## config.mk

```make
export PLATFORM = sky130hd
export DESIGN_NAME = imgproc_msg_reader
export DESIGN_NICKNAME = d
export VERILOG_FILES = /design/src/rtl/imgproc_msg_pkg.sv /design/src/rtl/imgproc_msg_reader.sv
export SDC_FILE = /design/constraint.sdc
export NUM_CORES = 1
export LEC_CHECK = 0
export BUFFER_PORTS_ARGS = -buffer_cell sky130_fd_sc_hd__buf_2
export CAP_MARGIN = 30
export CORE_MARGIN = 2
export CORE_UTILIZATION = 54
export DETAILED_ROUTE_END_ITERATION = 12
export GPL_TIMING_DRIVEN = 0
export PLACE_DENSITY = 0.86
export SLEW_MARGIN = 20
export SYNTH_ARGS = -nofsm -noshare
export SYNTH_HDL_FRONTEND = slang
export SYNTH_SLANG_ARGS = --single-unit
```

## constraint.sdc

```tcl
create_clock -name clk -period 2.7 [get_ports clk]
set_input_delay 0.27 -clock clk [delete_from_list [all_inputs] [get_ports clk]]
set_output_delay 0.27 -clock clk [all_outputs]
set_load 0.05 [all_outputs]
```

## src/rtl/imgproc_msg_pkg.sv

```systemverilog
// imgproc_msg_pkg: register map, status/payload field layout and FSM states
// shared by the message-FIFO reader.
package imgproc_msg_pkg;

    localparam logic [2:0] ADDR_STATUS = 3'd0;
    localparam logic [2:0] ADDR_MSG    = 3'd1;
    localparam logic [2:0] ADDR_ID     = 3'd2;
    localparam logic [2:0] ADDR_COLOUR = 3'd3;

    localparam int STAT_CNT_LSB   = 8;
    localparam int STAT_CNT_MSB   = 15;
    localparam int STAT_FLUSH_BIT = 4;

    localparam logic [31:0] RBB_ID    = 32'h0052_4242;
    localparam logic [31:0] FLUSH_CMD = 32'h1 << STAT_FLUSH_BIT;

    localparam int COORD_W      = 11;
    localparam int PL_LEFT_LSB  = 16;
    localparam int PL_RIGHT_LSB = 0;

    typedef enum logic [2:0] {
        IDLE, ST_RD, ST_CAP, ID_RD, ID_CAP, PL_RD, PL_CAP, FLUSH
    } state_t;

    // Both 11-bit coordinates must be zero-padded to 16 bits.
    function automatic logic payload_ok(input logic [31:0] p);
        return p[31:27] == 5'b0 && p[15:11] == 5'b0;
    endfunction

endpackage

```

## src/rtl/imgproc_msg_reader.sv

```systemverilog
// imgproc_msg_reader: Avalon-MM master that polls the vision message FIFO and
// latches red-bounding-box messages for the motion controller.
module imgproc_msg_reader
    import imgproc_msg_pkg::*;
#(
    parameter int          POLL_INTERVAL = 1024,
    parameter logic [31:0] MSG_ID        = RBB_ID,
    parameter int          ERR_LIMIT     = 4,
    parameter int          CNT_W         = 16
) (
    input  logic                clk,
    input  logic                reset_n,
    output logic                m_chipselect,
    output logic                m_read,
    output logic                m_write,
    output logic [2:0]          m_address,
    output logic [31:0]         m_writedata,
    input  logic [31:0]         m_readdata,
    output logic                box_valid,
    output logic [COORD_W-1:0]  box_left,
    output logic [COORD_W-1:0]  box_right,
    output logic                box_found,
    output logic [CNT_W-1:0]    err_count,
    output logic                flushing
);

    localparam int PW = $clog2(POLL_INTERVAL + 1);
    localparam int EW = $clog2(ERR_LIMIT + 1);
    localparam logic [PW-1:0] POLL_RELOAD = PW'(POLL_INTERVAL - 1);

    state_t          r_state, w_next;
    logic [PW-1:0]   r_poll;
    logic [EW-1:0]   r_consec;
    logic [7:0]      w_words;
    logic [COORD_W-1:0] w_left, w_right;
    logic            w_id_ok, w_pl_ok, w_good, w_err, w_limit;

    assign w_words = m_readdata[STAT_CNT_MSB:STAT_CNT_LSB];
    assign w_left  = m_readdata[PL_LEFT_LSB +: COORD_W];
    assign w_right = m_readdata[PL_RIGHT_LSB +: COORD_W];
    assign w_id_ok = m_readdata == MSG_ID;
    assign w_pl_ok = payload_ok(m_readdata);
    assign w_good  = r_state == PL_CAP && w_pl_ok;
    assign w_err   = (r_state == ID_CAP && !w_id_ok) || (r_state == PL_CAP && !w_pl_ok);
    assign w_limit = w_err && r_consec == EW'(ERR_LIMIT - 1);

    always_ff @(posedge clk or negedge reset_n) begin
        if (!reset_n) r_state <= IDLE;
        else          r_state <= w_next;
    end

    always_comb begin
        w_next = r_state;
        case (r_state)
            IDLE:    w_next = r_poll == '0 ? ST_RD : IDLE;
            ST_RD:   w_next = ST_CAP;
            ST_CAP:  w_next = w_words >= 8'd2 ? ID_RD : IDLE;
            ID_RD:   w_next = ID_CAP;
            ID_CAP:  w_next = w_id_ok ? PL_RD : (w_limit ? FLUSH : ST_RD);
            PL_RD:   w_next = PL_CAP;
            PL_CAP:  w_next = w_limit ? FLUSH : ST_RD;
            FLUSH:   w_next = IDLE;
            default: w_next = IDLE;
        endcase
    end

    // Bus outputs decode straight from state so reset drops them asynchronously.
    always_comb begin
        m_read       = r_state == ST_RD || r_state == ID_RD || r_state == PL_RD;
        m_write      = r_state == FLUSH;
        m_chipselect = m_read || m_write;
        m_address    = (r_state == ID_RD || r_state == PL_RD) ? ADDR_MSG : ADDR_STATUS;
        m_writedata  = m_write ? FLUSH_CMD : 32'h0;
        flushing     = m_write;
    end

    always_ff @(posedge clk or negedge reset_n) begin
        if (!reset_n) begin
            r_poll    <= POLL_RELOAD;
            r_consec  <= '0;
            err_count <= '0;
        end else begin
            if (r_state == IDLE)
                r_poll <= r_poll == '0 ? POLL_RELOAD : r_poll - 1'b1;
            if (r_state == FLUSH || w_good)
                r_consec <= '0;
            else if (w_err)
                r_consec <= r_consec + 1'b1;
            if (w_err && err_count != '1)
                err_count <= err_count + 1'b1;
        end
    end

    always_ff @(posedge clk or negedge reset_n) begin
        if (!reset_n) begin
            box_valid <= 1'b0;
            box_left  <= '0;
            box_right <= '0;
            box_found <= 1'b0;
        end else begin
            box_valid <= w_good;
            if (w_good) begin
                box_left  <= w_left;
                box_right <= w_right;
                box_found <= w_left <= w_right;
            end
        end
    end

endmodule

```

==> impl_results.md <==
- Post-DR wirelength/cell: 13.3 um
- Final Hold Fails: 14
- Routed WL: 7.07 mm
- Pre-antenna DRT Iters: 4
- Final Util: 70.9%
- Die area: 6500 um2
- Fmax: 486 MHz
- Post-synth cell types: 49
- Peak supply drop: 0.431 mV
- Initial Util: 56.9%
- H-tree depth: 3
- Power Density: 736 nW/um2
- Routed Antenna Nets: 0
- Hold slack final: -0.00993 ns
- First DRT Iteration DRCs: 159
- Post-synthesis register bit count: 57
- Violated checks: hold timing
- Post-CTS Setup Inserts: 0
- Critical Path Start Type: register
- Static leakage: 2.16 nW
- Ports: 113
- Setup TNS: 0 ns
- Syn_area_per_cell: 9.57 um2
- Root Driver: clkbuf_8
- Placer Congestion: 0.875
- First-pass GRT wire length: 11.9 mm
- Min-Delay Path Class: input port to asynchronous set/reset pin
- Prevailing post-synth register cell: dfrtp_1
- HPWL after detailed placement: 5.32 mm
- GRT Residual Overflow: 0
- Yosys warnings: 0
- WP data required: 2.94 ns
- Largest net degree at the start of global routing: 58
- Port Buf Inserts: 79
- Final period util: 76.2%
- Most numerous cell in the Yosys netlist: nand2_1
- Die width: 80.6 um
- Worst rel slew slack: 52.9%
- Critical path arrival: 2.30 ns
- Vias in the first global route: 2,637
- Die Ht: 80.6 um
- Post-synth ARST share: 100%
- Area grow syn2layout: 24.7%
- Via count: 2,642
- Worst Setup End Kind: register
- Hold-fix buffers, CTS: 0
- Number of synthesized flops with an enable pin: 0
- CP Class: register to register
- Vias per Instance: 4.98
- Clk Latency, worst-skew pair: 0.33 ns
- Post-synth top area cell: dfrtp_1
- Worst Clk Skew: 0.00645 ns
- Post-synth top cells: nand2_1 (60), dfrtp_1 (47), buf_4 (36)
- Mapped Area: 3170 um2
- Slew Limit Fails: 0
- Diode count: 0
- Max_cap viols: 0
- Worst-path fanout max: 7
- Core ar.: 5570 um2
- Clock Sinks: 57
- Final setup viols: 0
- RSZ-0062 raised after global routing: false
- Share of layout cells above drive strength 1: 34.5%
- FP Rows: 27
- All-layer global routing usage: 24.0%
- CTS tree: yes
- CTS Buffer Depth: 2
- Period minus WS final: 2.06 ns
- Nets: 502
- Cells after Synth: 331
- TritonCTS buffer count: 9
- Register area share after synthesis: 45.4%
- CTS clk-pin slew, worst paths: 0.06 ns
- Top post-synthesis cells by area: dfrtp_1 (37%), buf_4 (8.5%), dfstp_2 (8.3%)
- Post-CTS sizing: 0
- Initial antenna violation count: 0
- Slew @ Worst Pin: 0.707 ns
- Drt drc: 0
- Status: finished with violations
- Yosys top cell area share: 37.1%
-- state kept, by name, summed over array words and instances (netlist names) --
| name | cells |
|---|---|
| box_valid | 1 |
| r_poll | 11 |
| err_count | 16 |
| r_consec | 3 |
| box_left | 11 |
| r_state | 3 |
| box_found | 1 |
| box_right | 11 |
-- cell usage in the layout (no fill, tap or decap), drive strengths merged, types with 4 or more instances in the layout --
cell and n:
buf 121, a21oi 4, or4 5, xnor2 21
nor4 5, ha 15, conb 33, nor3 6
nand3 14, nor2 15, and3 8, dfstp 10
o21ai 17, clkbuf 16, nand2 60, nand4 9
dfrtp 47, inv 18
-- through the flow --
step	power [mW]	setup WS (ns)	hold WS, ns	cell area [um2]	std cells
final	2.91	0.644	-0.00993	3950	530
after detailed placement	2.21	0.563	0.372	3780	514
after CTS	2.92	0.647	0.0125	3950	530
after global routing	3.08	0.446	0.0423	3950	530
after floorplan	1.96	0.608	-0.0256	3290	363
after global placement	2.16	0.563	0.455	3770	514
-- path summary, 6_finish.rpt --
path | startpoint | cells past startpoint | slack [ns] | end
worst max-delay path | r_state[0]$_DFF_PN0_ | 7 | 0.64 | r_poll[7]$_DFFE_PN1N_
worst min-delay path | reset_n | 1 | -0.01 | r_poll[10]$_DFFE_PN0N_
worst max register to register | r_state[0]$_DFF_PN0_ | 7 | 0.64 | r_poll[7]$_DFFE_PN1N_
worst min register to register | box_left[4]$_DFFE_PN0P_ | 2 | 0.47 | box_left[4]$_DFFE_PN0P_
max in group asynchronous | reset_n | 1 | 2.25 | box_left[9]$_DFFE_PN0P_
min in group clk | m_readdata[24] | 3 | 0.17 | box_left[8]$_DFFE_PN0P_
-- layer usage --
layer | routed length [um] | global-route usage, % | part of all wire [%]
met1 | 3020 | 30.1 | 43
met5 | 0 | 0 | 0
met3 | 431 | 5.62 | 6.1
met4 | 116 | 9.49 | 1.6
met2 | 3500 | 40.1 | 50
-- layout make-up --
cell class,count,area (um2)
sequential,57,1440
clock buffer,13,159
multi-input combinational,243,1470
buffer,45,318
tap,72,90.1
inverter,18,67.6
fill,451,1620
clock inverter,3,15.0
timing repair buffer,79,398
-- worst max-delay path, cell delays in order (launching register included) --
cell and delay [ns]:
dfrtp_1 0.45, nor3_2 0.25, nand2_1 0.15, nor2_1 0.10, nand2_1 0.12, or4_1 0.48
buf_2 0.18, a221oi_2 0.23
-- where the power goes --
part	leakage [nW]	switching (mW)	internal [mW]
registers	0.742	0.140	1.02
clock network	0.0932	0.332	0.379
logic	1.32	0.691	0.351
total	2.16	1.16	1.75
-- cell families after synthesis --
kind of cell | Yosys count | synth area share (%)
simple gates | 135 | 22.2
buf+inv | 63 | 12.2
flops | 57 | 45.4
compound gates | 34 | 6.87
xor+xnor | 24 | 6.63
fa+ha+maj | 15 | 5.92
mux | 2 | 0.671
other cells | 1 | 0.118
Note: power is estimated with default switching activity, not from simulation.
